==> config.mk <==
export PLATFORM = sky130hd
export DESIGN_NAME = idct_1d_serial
export DESIGN_NICKNAME = d
export VERILOG_FILES = /design/src/rtl/idct_1d_serial.sv
export SDC_FILE = /design/constraint.sdc
export NUM_CORES = 1
export LEC_CHECK = 0
export ABC_CLOCK_PERIOD_IN_PS = 21000
export CAP_MARGIN = 20
export CORE_MARGIN = 2
export CORE_UTILIZATION = 61
export CTS_CLUSTER_DIAMETER = 40
export DETAILED_ROUTE_END_ITERATION = 16
export GPL_TIMING_DRIVEN = 1
export PLACE_DENSITY = 0.84
export SYNTH_ARGS = -nofsm -noshare
export SYNTH_HDL_FRONTEND = slang
export SYNTH_SLANG_ARGS = --single-unit
==> constraint.sdc <==
create_clock -name Clk -period 21 [get_ports Clk]
set_input_delay 2.1 -clock Clk [delete_from_list [all_inputs] [get_ports Clk]]
set_output_delay 2.1 -clock Clk [all_outputs]
set_load 0.005 [all_outputs]
==> src/rtl/idct_1d_serial.sv <==
// 8-point serial 1-D inverse DCT.
// Coefficients X[0..7] are loaded one per handshake, then each output
// sample x[n] is built by eight multiply-accumulate steps on a single
// shared multiplier, scaled by 2^-10 (floor) and saturated to WIDTH+1 bits.
//
// state | meaning
// IDLE  | one cycle after reset before input is opened
// LOAD  | accepting X[kcnt], In_Ready high
// CALC  | accumulating buf[k]*coef(n,k) for k=0..7
// OUT   | x[n] presented, waiting for Out_Ready
module idct_1d_serial #(
  parameter int WIDTH = 8,
  parameter int A     = 362,
  parameter int B     = 502,
  parameter int C     = 473,
  parameter int D     = 426,
  parameter int E     = 284,
  parameter int F     = 196,
  parameter int G     = 100
) (
  input  logic             Clk,
  input  logic             Rst_n,
  input  logic             In_Valid,
  output logic             In_Ready,
  input  logic [WIDTH-1:0] In_Data,
  output logic             Out_Valid,
  input  logic             Out_Ready,
  output logic [WIDTH:0]   Out_Data,
  output logic             Out_Last
);

  localparam int PROD_W = WIDTH + 11;
  localparam int ACC_W  = WIDTH + 14;
  localparam int OUT_W  = WIDTH + 1;
  localparam logic signed [ACC_W-1:0] SAT_HI = ACC_W'((1 << WIDTH) - 1);
  localparam logic signed [ACC_W-1:0] SAT_LO = ACC_W'(-(1 << WIDTH));

  typedef enum logic [1:0] {S_IDLE, S_LOAD, S_CALC, S_OUT} state_t;

  state_t                    state_q, state_d;
  logic [2:0]                kcnt_q, kcnt_d;
  logic [2:0]                n_q, n_d;
  logic [2:0]                k_q, k_d;
  logic signed [ACC_W-1:0]   acc_q, acc_d;
  logic signed [WIDTH-1:0]   buf_q [8];
  logic signed [WIDTH-1:0]   buf_d [8];
  logic [OUT_W-1:0]          out_data_q, out_data_d;
  logic                      out_valid_q, out_valid_d;
  logic                      out_last_q, out_last_d;
  logic                      in_ready_q, in_ready_d;

  logic [4:0]                m_wrap, m_fold, m_idx;
  logic                      neg;
  logic signed [10:0]        mag, coef;
  logic signed [PROD_W-1:0]  prod;
  logic signed [ACC_W-1:0]   acc_sum, shifted;
  logic [OUT_W-1:0]          sat;

  // Cosine constant for (n,k): fold the phase (2n+1)k mod 32 into the first
  // quadrant, tracking the sign flip, then pick the matching constant.
  always_comb begin
    m_wrap = 5'({n_q, 1'b1}) * 5'(k_q);
    m_fold = (m_wrap > 5'd16) ? 5'd0 - m_wrap : m_wrap;
    m_idx  = m_fold;
    neg    = 1'b0;
    if (m_fold > 5'd8) begin
      m_idx = 5'd16 - m_fold;
      neg   = 1'b1;
    end
    case (m_idx)
      5'd1:    mag = 11'(B);
      5'd2:    mag = 11'(C);
      5'd3:    mag = 11'(D);
      5'd5:    mag = 11'(E);
      5'd6:    mag = 11'(F);
      5'd7:    mag = 11'(G);
      default: mag = 11'(A);
    endcase
    if (k_q == 3'd0) begin
      mag = 11'(A);
      neg = 1'b0;
    end
    coef = neg ? -mag : mag;
  end

  // Shared multiplier, accumulate, floor-scale and saturate.
  always_comb begin
    prod    = PROD_W'(buf_q[k_q]) * PROD_W'(coef);
    acc_sum = acc_q + ACC_W'(prod);
    shifted = acc_sum >>> 10;
    if (shifted > SAT_HI)      sat = SAT_HI[OUT_W-1:0];
    else if (shifted < SAT_LO) sat = SAT_LO[OUT_W-1:0];
    else                       sat = shifted[OUT_W-1:0];
  end

  // Next-state and datapath updates.
  always_comb begin
    state_d     = state_q;
    kcnt_d      = kcnt_q;
    n_d         = n_q;
    k_d         = k_q;
    acc_d       = acc_q;
    buf_d       = buf_q;
    out_data_d  = out_data_q;
    out_valid_d = out_valid_q;
    out_last_d  = out_last_q;
    in_ready_d  = in_ready_q;
    case (state_q)
      S_IDLE: begin
        in_ready_d = 1'b1;
        state_d    = S_LOAD;
      end
      S_LOAD: begin
        if (In_Valid && in_ready_q) begin
          buf_d[kcnt_q] = In_Data;
          kcnt_d        = kcnt_q + 3'd1;
          if (kcnt_q == 3'd7) begin
            in_ready_d = 1'b0;
            n_d        = '0;
            k_d        = '0;
            acc_d      = '0;
            state_d    = S_CALC;
          end
        end
      end
      S_CALC: begin
        acc_d = acc_sum;
        k_d   = k_q + 3'd1;
        if (k_q == 3'd7) begin
          out_data_d  = sat;
          out_valid_d = 1'b1;
          out_last_d  = (n_q == 3'd7);
          state_d     = S_OUT;
        end
      end
      S_OUT: begin
        if (Out_Ready) begin
          out_valid_d = 1'b0;
          if (n_q != 3'd7) begin
            n_d     = n_q + 3'd1;
            k_d     = '0;
            acc_d   = '0;
            state_d = S_CALC;
          end else begin
            out_last_d = 1'b0;
            kcnt_d     = '0;
            in_ready_d = 1'b1;
            state_d    = S_LOAD;
          end
        end
      end
      default: state_d = S_IDLE;
    endcase
  end

  // State and datapath registers; reset discards any partial block.
  always_ff @(posedge Clk or negedge Rst_n) begin
    if (!Rst_n) begin
      state_q     <= S_IDLE;
      kcnt_q      <= '0;
      n_q         <= '0;
      k_q         <= '0;
      acc_q       <= '0;
      for (int i = 0; i < 8; i++) buf_q[i] <= '0;
      out_data_q  <= '0;
      out_valid_q <= 1'b0;
      out_last_q  <= 1'b0;
      in_ready_q  <= 1'b0;
    end else begin
      state_q     <= state_d;
      kcnt_q      <= kcnt_d;
      n_q         <= n_d;
      k_q         <= k_d;
      acc_q       <= acc_d;
      buf_q       <= buf_d;
      out_data_q  <= out_data_d;
      out_valid_q <= out_valid_d;
      out_last_q  <= out_last_d;
      in_ready_q  <= in_ready_d;
    end
  end

  assign In_Ready  = in_ready_q;
  assign Out_Valid = out_valid_q;
  assign Out_Data  = out_data_q;
  assign Out_Last  = out_last_q;

endmodule

==> out/qor.txt, run 1 <==
Result of the run - finished clean
Skew-Pair Late Insertion Delay - 0.36 ns
First-pass DRT Iterations - 7
Slew headroom - 0.304
Critical path peak fanout - 22
Height of the chip - 134 um
Die X - 134 um
# Max-Cap Violations - 0
Placer's final routability congestion estimate - 0.919
Synth Flop Type - sky130_fd_sc_hd__dfrtp_1
Slew of the pin with the lowest slew margin - 1.04 ns
Average wire per standard cell - 20.6 um
Number of buffers added for setup after CTS - 0
Root buffer cell - sky130_fd_sc_hd__clkbuf_16
First-pass GRT wire length - 42100 um
Dpl hpwl - 18000 um
RSZ-0062 raised after global routing - false
Number of register bits inferred by synthesis - 109
Number of buffers created by CTS - 9
Setup violators final - 0
Count of endpoints failing hold in the final timing report - 0
Maximum clock rate - 75.8 MHz
Die ar. - 17900 um2
Inst Count DP - 1210
Number of gates resized after CTS - 0
Clock-pin slew on the worst setup and hold paths - 0.08 ns
Layout Nets - 1185
Fin Clk Skew - 0.0110 ns
CP startpoint kind - flip-flop
Non-filler instance count after layout - 1228
Cell accounting for the most synthesized area - sky130_fd_sc_hd__dfrtp_1
Hold wc startpoint - acc_q[7]
TritonCTS clock tree - built
Tmin final - 13.19 ns
Most common cell type on the critical path - sky130_fd_sc_hd__fa_1
DRC violations left - 0
Synth unique cells - 75
Total number of vias - 7849
Class of the tightest hold or removal check - reg2reg
Antenna violations before repair - 0
Accumulated negative setup slack - 0 ns
Leading cell type in the layout, fill and taps excluded - sky130_fd_sc_hd__inv_1
TritonCTS sink count - 109
Fraction of the yosys area taken by sequential cells - 0.265
Antenna diode count - 0
Signal arrival time at the worst endpoint - 13.41 ns
Final worst-path cycle share - 0.628
Critical Path Slowest Stage Cell - sky130_fd_sc_hd__dfrtp_1
Boundary Pins - 24
Mapped Nets - 1179
Largest net degree at the start of global routing - 63
Largest stage delay on the critical path - 0.99 ns
Detailed Route WL - 25300 um
Max-slew violation count - 0
Global routing usage summed across all routing layers - 0.299
Cell area after synthesis - 10300 um2
Final worst hold slack - 0.487 ns
FF-to-FF Start - k_q[1]
Synthesized instance count - 997
Starting utilization of the core area - 0.623
Critical Setup Path Class - reg2reg
Sort of element at the end of the critical path - flip-flop
Area growth from synthesis to layout - 7.19%
Top-area cell type share of the netlist area - 0.265
Hold_buf cts - 0
Synth area leaders - sky130_fd_sc_hd__dfrtp_1, sky130_fd_sc_hd__fa_1, sky130_fd_sc_hd__ha_1
Yosys Warn Count - 0
Logic depth of the worst register-to-register path - 38
Maximum root-to-sink buffer count - 2
Vias in the first global route - 8050
Required time of the critical path - 21.22 ns
Worst r2r dst - Out_Data[4]
Hold Path Cell Cnt - 2
Initial DRC Count - 964
Endpoint of the worst hold-timing path - acc_q[7]
Area of the placeable core - 16500 um2
Minimum setup slack among reg-to-reg paths - 7.81 ns
Top library cells by usage in the layout, fill and taps aside - sky130_fd_sc_hd__inv_1, sky130_fd_sc_hd__dfrtp_1, sky130_fd_sc_hd__fa_1
Proportion of register bits with asynchronous set or reset after synthesis - 1.00
Overflow after GRT - 0
Max H-tree Level - 3
Post-DR vias/cell - 6.39
Port-buffer cells - 23
Post-Synthesis Mean Instance Area - 10.3 um2
Count of antenna-violating nets left after detailed routing - 0
Number of enable-type register cells in the synthesized netlist - 0
Core Rows - 47
Proportion of layout cells with a drive suffix above 1 - 0.137
[stage by stage]
| stage | utilization | setup slack, ns | instance area, um2 |
|---|---|---|---|
| 6_report | 0.667 | 7.81 | 11000 |
| 5_1_grt | 0.667 | 7.05 | 11000 |
| 4_1_cts | 0.666 | 8.00 | 11000 |
| 3_5_place_dp | 0.648 | 8.13 | 10700 |
| 3_3_place_gp | 0.648 | 8.66 | 10700 |
| 2_1_floorplan | - | 9.61 | 10300 |
[metal layers]
layer  vias up  share of wire  global-route usage
met5         -              0                   0
met4         0          0.030              0.0963
met3        87          0.093              0.0673
met2       471           0.47               0.469
met1      3847           0.41               0.419
li1       3444              -                   -
[cells in the mapped netlist (5+ instances only)]
cell type and instances:
sky130_fd_sc_hd__o211ai_1 5, sky130_fd_sc_hd__clkbuf_1 29, sky130_fd_sc_hd__xnor2_1 21, sky130_fd_sc_hd__inv_1 113, sky130_fd_sc_hd__and3_1 7, sky130_fd_sc_hd__nand3_1 17
sky130_fd_sc_hd__nand4_1 5, sky130_fd_sc_hd__a22oi_1 6, sky130_fd_sc_hd__nor2b_1 11, sky130_fd_sc_hd__a211oi_1 5, sky130_fd_sc_hd__ha_1 61, sky130_fd_sc_hd__a21oi_1 27
sky130_fd_sc_hd__nand2_1 87, sky130_fd_sc_hd__mux4_2 16, sky130_fd_sc_hd__o31ai_1 11, sky130_fd_sc_hd__a21o_1 6, sky130_fd_sc_hd__nor2_1 71, sky130_fd_sc_hd__and2_1 8
sky130_fd_sc_hd__dfrtp_1 109, sky130_fd_sc_hd__a22o_1 5, sky130_fd_sc_hd__fa_1 109, sky130_fd_sc_hd__nand2b_1 11, sky130_fd_sc_hd__nor3_1 20, sky130_fd_sc_hd__o22ai_1 15
sky130_fd_sc_hd__o21ai_0 37, sky130_fd_sc_hd__mux2_2 65, sky130_fd_sc_hd__mux2i_1 18, sky130_fd_sc_hd__a31oi_1 11, sky130_fd_sc_hd__or3_1 6, sky130_fd_sc_hd__buf_2 6
sky130_fd_sc_hd__xor2_1 6
[layout make-up]
class,instances,area (um2)
sequential,109,2730
multi-input combinational,734,6970
clock inverter,7,75.1
inverter,113,424
timing repair buffer,36,333
fill,1128,5500
clock buffer,9,225
tap,220,275
[sequential cells by signal, summed over array words and instances, names as in the netlist]
register	flops
In_Ready	1
Out_Data	9
Out_Last	1
Out_Valid	1
acc_q	22
buf_q	64
k_q	3
kcnt_q	3
n_q	3
state_q	2
[cells by family after synthesis]
| kind of cell | synth area share |
|---|---|
| AND/OR/NAND/NOR | 0.123 |
| buffers and inverters | 0.0584 |
| flip-flops | 0.265 |
| AO/OA/AOI/OAI | 0.112 |
| multiplexers | 0.129 |
| adder cells (fa/ha/maj) | 0.286 |
| XOR/XNOR | 0.0268 |
[worst max-delay path, delay by kind of cell (launching register included)]
family,cells,cell delay [ns]
multiplexers,2,0.55
XOR/XNOR,2,0.78
adder cells (fa/ha/maj),11,4.63
AND/OR/NAND/NOR,12,3.05
flip-flops,1,0.99
buffers and inverters,2,0.11
AO/OA/AOI/OAI,9,2.94
[worst max-delay path by stage]
stage                 from     endpoint  slack [ns]
finish              k_q[1]  Out_Data[4]        7.81
global route        k_q[1]  Out_Data[4]        7.05
CTS                 k_q[1]  Out_Data[4]        8.00
detailed placement  k_q[1]  Out_Data[4]        8.13
global placement    k_q[1]  Out_Data[6]        8.66
floorplan           k_q[1]  Out_Data[0]        9.61
Power of run 1 is not shown: default switching activity piles up to over one toggle a cycle in this logic, so the estimate is an artifact.
==> run 2, diff against run 1 <==
- ABC_CLOCK_PERIOD_IN_PS: 21000 -> 13200
- clock period: 21 -> 13.2 ns (I/O delays scaled with it)
==> run 2 against run 1 <==
Net effect:
- via count fell by 0.73%
- worst hold slack better by 0.0082 ns
- die area unchanged
- flip-flop and latch count did not move
==> out/qor.txt, run 2 (synthesis results as in run 1) <==
Result of the run - finished clean
Placer's final routability congestion estimate - 0.913 (-0.67%)
Fin Clk Skew - 0.00990 ns (-0.00107 ns)
Die ar. - 17900 um2 (unchanged)
Vias in the first global route - 7885 (-2.0%)
Height of the chip - 134 um (unchanged)
DRC violations left - 0 (unchanged)
Maximum root-to-sink buffer count - 2 (unchanged)
Clock-pin slew on the worst setup and hold paths - 0.08 ns (about the same)
Setup violators final - 0 (unchanged)
Sequential cell area in the final layout - 2730 um2 (unchanged)
Largest net degree at the start of global routing - 74 (+17%)
Tmin final - 12.48 ns (-0.706 ns)
Layout Nets - 1186 (+0.084%)
Starting utilization of the core area - 0.623 (unchanged)
Overflow after GRT - 0 (unchanged)
Minimum setup slack among reg-to-reg paths - 0.72 ns (-7.09 ns)
Number of buffers added for setup after CTS - 0 (unchanged)
Antenna violations before repair - 0 (unchanged)
Final worst-path cycle share - 0.946 (+0.318)
Required time of the critical path - 13.42 ns (-7.80 ns)
Boundary Pins - 24 (unchanged)
TritonCTS sink count - 109 (unchanged)
CP startpoint kind - flip-flop
Largest stage delay on the critical path - 0.62 ns (-0.37 ns)
Leading cell type in the layout, fill and taps excluded - sky130_fd_sc_hd__inv_1
Slew headroom - 0.344 (+0.0403)
Core Rows - 47 (unchanged)
Critical path peak fanout - 13 (-41%)
Max H-tree Level - 3 (unchanged)
Post-DR vias/cell - 6.34 (-0.81%)
Total number of vias - 7792 (-0.73%)
Max-slew violation count - 0 (unchanged)
Final design area excluding fillers - 11100 um2 (+0.20%)
Area of the placeable core - 16500 um2 (unchanged)
# Max-Cap Violations - 0 (unchanged)
RSZ-0062 raised after global routing - false
Detailed Route WL - 25100 um (-0.78%)
Average wire per standard cell - 20.4 um (-0.86%)
TritonCTS clock tree - built
Critical Setup Path Class - reg2reg
Number of filler instances in the final layout - 1179 (+4.5%)
Accumulated negative setup slack - 0 ns (unchanged)
Skew-Pair Late Insertion Delay - 0.36 ns (about the same)
Antenna diode count - 0 (unchanged)
Hold Path Cell Cnt - 2 (unchanged)
Port-buffer cells - 23 (unchanged)
Logic depth of the worst register-to-register path - 38 (unchanged)
Most common cell type on the critical path - sky130_fd_sc_hd__fa_1
Multi-input logic area - 6990 um2 (+0.34%)
Number of buffers created by CTS - 9 (unchanged)
Placed instance area - 10700 um2 (about the same)
Global routing usage summed across all routing layers - 0.296 (-0.00369)
Signal arrival time at the worst endpoint - 12.70 ns (-0.71 ns)
Class of the tightest hold or removal check - reg2reg
Dpl hpwl - 18300 um (+1.6%)
Sort of element at the end of the critical path - flip-flop
Proportion of layout cells with a drive suffix above 1 - 0.141 (+0.00383)
Final core utilization - 0.669 (+0.00136)
Top library cells by usage in the layout, fill and taps aside - sky130_fd_sc_hd__inv_1, sky130_fd_sc_hd__dfrtp_1, sky130_fd_sc_hd__fa_1
Register with the most flip-flops - buf_q
Count of endpoints failing hold in the final timing report - 0 (unchanged)
First-pass DRT Iterations - 5 (-2)
Die X - 134 um (unchanged)
Critical Path Slowest Stage Cell - sky130_fd_sc_hd__fa_1
Root buffer cell - sky130_fd_sc_hd__clkbuf_16
Maximum clock rate - 80.1 MHz (+5.7%)
Max FFs per register - 64 (unchanged)
Count of antenna-violating nets left after detailed routing - 0 (unchanged)
Slew of the pin with the lowest slew margin - 0.983 ns (-0.0605 ns)
First-pass GRT wire length - 41500 um (-1.4%)
Initial DRC Count - 766 (-21%)
Area growth from synthesis to layout - 7.41%
==> run 2: area by class of cell <==
cell class	count	share of cell area
clock inverters	6	0.00566
repair buffers	37	0.0308
inverters	113	0.0384
clock buffers	10	0.0207
flip-flops and latches	109	0.247
well taps	220	0.0249
multi-input cells	734	0.633
==> run 2: final timing paths <==
kind	startpoint	to
setup reg to reg	k_q[2]	Out_Data[5]
hold reg to reg	acc_q[7]	acc_q[7]
max in group asynchronous	Rst_n	acc_q[21]
min in group asynchronous	Rst_n	buf_q[10]
setup / recovery	k_q[2]	Out_Data[5]
hold / removal	acc_q[7]	acc_q[7]
==> run 2: what timing repair did <==
action,in CTS,in global routing
gates resized for setup,0,5
setup endpoints to repair,0,8
endpoints found under the hold margin,0,0
hold buffers,0,0
==> run 2: per-layer routing <==
| metal | GRT usage | wire, um |
|---|---|---|
| met1 | 0.436 | 10500 |
| met2 | 0.455 | 11900 |
| met3 | 0.0590 | 2210 |
| met4 | 0.0751 | 471 |
| met5 | 0 | 0 |
==> run 2: critical path: cells and delay by family (launching register included) <==
| kind | cells | cell delay (ns) |
|---|---|---|
| AOI/OAI and AO/OA | 10 | 2.98 |
| xor gates and xnor gates | 2 | 0.76 |
| adders and majority gates | 11 | 4.63 |
| buffers and inverters | 3 | 0.40 |
| DFF | 1 | 0.47 |
| muxes | 2 | 0.54 |
| and+or+nand+nor | 10 | 2.56 |
==> run 2: per-stage QoR <==
stage | hold slack, ns | std cells | setup WS, ns
2_1_floorplan | 0.450 | 997 | 1.81
3_3_place_gp | 0.463 | 1211 | 1.22
3_5_place_dp | 0.479 | 1211 | 0.751
4_1_cts | 0.499 | 1227 | 0.647
5_1_grt | 0.521 | 1229 | 0.0714
6_report | 0.496 | 1229 | 0.718
Power of run 2 is left out for the same reason.
==> run 3, diff against run 2 <==
- ABC_AREA: default -> 1
- CAP_MARGIN: 20 -> 30
- CORE_MARGIN: 2 -> default
==> run 3 against run 2 <==
Net effect:
- synthesized area down 6.0%
- setup slack better by 2.4 ns
- critical path depth up 4
- largest cell class unchanged
- core utilization up 0.87 points
- critical path type unchanged
- routed wire length down 15%
==> out/qor.txt, run 3 <==
Layout Nets - 1319 (+11%)
Top-area cell type share of the netlist area - 0.282 (+0.0168)
DRC violations left - 0 (unchanged)
Fraction of the yosys area taken by sequential cells - 0.282 (+0.0168)
Port-buffer cells - 23 (unchanged)
TritonCTS clock tree - built
Hold Path Cell Cnt - 2 (unchanged)
Clock-pin slew on the worst setup and hold paths - 0.08 ns (about the same)
Max-slew violation count - 0 (unchanged)
Critical Path Slowest Stage Cell - sky130_fd_sc_hd__fa_1
Number of gates resized after CTS - 0 (unchanged)
Mapped Nets - 1311 (+11%)
Largest net degree at the start of global routing - 58 (-22%)
Final worst-path cycle share - 0.761 (-0.185)
Yosys Warn Count - 0 (unchanged)
Logic depth of the worst register-to-register path - 42 (+11%)
Fin Clk Skew - 0.0136 ns (+0.00370 ns)
Max H-tree Level - 3 (unchanged)
CP startpoint kind - flip-flop
Skew-Pair Late Insertion Delay - 0.36 ns (about the same)
Dpl hpwl - 16600 um (-9.0%)
Count of antenna-violating nets left after detailed routing - 0 (unchanged)
Overflow after GRT - 0 (unchanged)
Proportion of layout cells with a drive suffix above 1 - 0.0595 (-0.0812)
Synth Flop Type - sky130_fd_sc_hd__dfrtp_1
Number of register bits inferred by synthesis - 109 (unchanged)
Slew headroom - 0.315 (-0.0295)
Minimum setup slack among reg-to-reg paths - 3.16 ns (+2.44 ns)
Maximum clock rate - 99.6 MHz (+24%)
Worst r2r dst - Out_Data[3]
Leading cell type in the layout, fill and taps excluded - sky130_fd_sc_hd__nand2_1
Area of the placeable core - 15300 um2 (-7.3%)
Result of the run - finished clean
Antenna violations before repair - 0 (unchanged)
TritonCTS sink count - 109 (unchanged)
Area growth from synthesis to layout - 7.23%
Placer's final routability congestion estimate - 0.930 (+1.8%)
Synth unique cells - 45 (-40%)
Max FFs per register - 64 (unchanged)
Initial DRC Count - 568 (-26%)
Maximum root-to-sink buffer count - 2 (unchanged)
Boundary Pins - 24 (unchanged)
Synthesized instance count - 1129 (+13%)
Sort of element at the end of the critical path - flip-flop
Hold wc startpoint - buf_q[32]
Average wire per standard cell - 15.8 um (-22%)
Starting utilization of the core area - 0.632 (+0.00916)
Most numerous cell in the Yosys netlist - sky130_fd_sc_hd__nand2_1
Endpoint of the worst hold-timing path - buf_q[32]
Most common cell type on the critical path - sky130_fd_sc_hd__fa_1
RSZ-0062 raised after global routing - false
FF-to-FF Start - k_q[2]
Height of the chip - 128 um (-4.4%)
# Max-Cap Violations - 0 (unchanged)
Post-DR vias/cell - 5.62 (-11%)
Synth area leaders - sky130_fd_sc_hd__dfrtp_1, sky130_fd_sc_hd__fa_1, sky130_fd_sc_hd__nand2_1
Proportion of register bits with asynchronous set or reset after synthesis - 1.00 (unchanged)
Cell area after synthesis - 9680 um2 (-6.0%)
Largest stage delay on the critical path - 0.60 ns (-0.02 ns)
Vias in the first global route - 7855 (-0.38%)
Critical path peak fanout - 12 (-1)
Signal arrival time at the worst endpoint - 10.25 ns (-2.45 ns)
Tmin final - 10.04 ns (-2.44 ns)
Required time of the critical path - 13.41 ns (about the same)
Post-Synthesis Mean Instance Area - 8.57 um2 (-17%)
Number of buffers created by CTS - 9 (unchanged)
Leading cell types by count after synthesis - sky130_fd_sc_hd__nand2_1, sky130_fd_sc_hd__inv_1, sky130_fd_sc_hd__dfrtp_1, sky130_fd_sc_hd__fa_1, sky130_fd_sc_hd__o21ai_0
Core Rows - 45 (-4.3%)
Die X - 128 um (-4.4%)
Number of enable-type register cells in the synthesized netlist - 0 (unchanged)
Slew of the pin with the lowest slew margin - 1.03 ns (+0.0431 ns)
Final core utilization - 0.677 (+0.00872)
Detailed Route WL - 21400 um (-15%)
Accumulated negative setup slack - 0 ns (unchanged)
Hold_buf cts - 0 (unchanged)
Antenna diode count - 0 (unchanged)
Top library cells by usage in the layout, fill and taps aside - sky130_fd_sc_hd__nand2_1, sky130_fd_sc_hd__inv_1, sky130_fd_sc_hd__dfrtp_1, sky130_fd_sc_hd__fa_1, sky130_fd_sc_hd__o21ai_0
Setup violators final - 0 (unchanged)
Class of the tightest hold or removal check - reg2reg
Die ar. - 16400 um2 (-8.7%)
Root buffer cell - sky130_fd_sc_hd__clkbuf_16
Number of buffers added for setup after CTS - 0 (unchanged)
Critical Setup Path Class - reg2reg
Count of endpoints failing hold in the final timing report - 0 (unchanged)
Global routing usage summed across all routing layers - 0.296 (+0.000486)
Cell accounting for the most synthesized area - sky130_fd_sc_hd__dfrtp_1
First-pass DRT Iterations - 5 (unchanged)
Register with the most flip-flops - buf_q
Total number of vias - 7599 (-2.5%)
First-pass GRT wire length - 38000 um (-8.3%)
-- run 3: critical path: cells and delay by family (launching register included) --
family | cells | cell delay [ns]
buffers and inverters | 4 | 0.46
XOR/XNOR | 1 | 0.23
AO/OA/AOI/OAI | 6 | 1.37
AND/OR/NAND/NOR | 20 | 2.50
flip-flops | 1 | 0.57
adder cells (fa/ha/maj) | 11 | 4.75
-- run 3: area by class of cell --
type | instances | area, um2
Multi-Input combinational cell | 825 | 6200
Fill cell | 1246 | 4940
Inverter | 163 | 612
Tap cell | 211 | 264
Clock inverter | 6 | 65.1
Timing Repair Buffer | 29 | 273
Clock buffer | 10 | 229
Sequential cell | 109 | 2730
-- run 3: metal layers --
layer | part of all wire | global-route usage | vias to the layer above
met3 | 0.054 | 0.0426 | 46
met5 | 0 | 0 | -
met4 | 0.029 | 0.108 | 0
met1 | 0.44 | 0.416 | 3683
met2 | 0.47 | 0.473 | 252
li1 | - | - | 3618
-- run 3: worst max-delay path by stage --
stage	from	to	slack, ns	cells past startpoint
after floorplan	k_q[0]	Out_Data[0]	3.89	45
after global placement	k_q[2]	Out_Data[0]	3.61	42
after global routing	k_q[2]	Out_Data[3]	2.41	45
final	k_q[2]	Out_Data[3]	3.16	42
after detailed placement	k_q[2]	Out_Data[3]	3.18	42
after CTS	k_q[2]	Out_Data[3]	3.18	42
-- run 3: stage by stage --
step	worst slack, ns	area (um2)	cells	hold WS, ns
5_1_grt	2.41	10400	1353	0.506
4_1_cts	3.18	10400	1353	0.491
2_1_floorplan	3.89	9680	1129	0.448
3_3_place_gp	3.61	10100	1337	0.461
3_5_place_dp	3.18	10100	1337	0.468
6_report	3.16	10400	1353	0.491
-- run 3: logic make-up (layout without fill, tap and decap cells) --
family,Yosys count,after routing,share of synthesized area
buffers and inverters,195,208,0.0768
adder cells (fa/ha/maj),170,170,0.304
flip-flops,109,109,0.282
XOR/XNOR,22,22,0.0226
AND/OR/NAND/NOR,434,434,0.194
AO/OA/AOI/OAI,199,199,0.121
Power of run 3 is left out for the same reason.
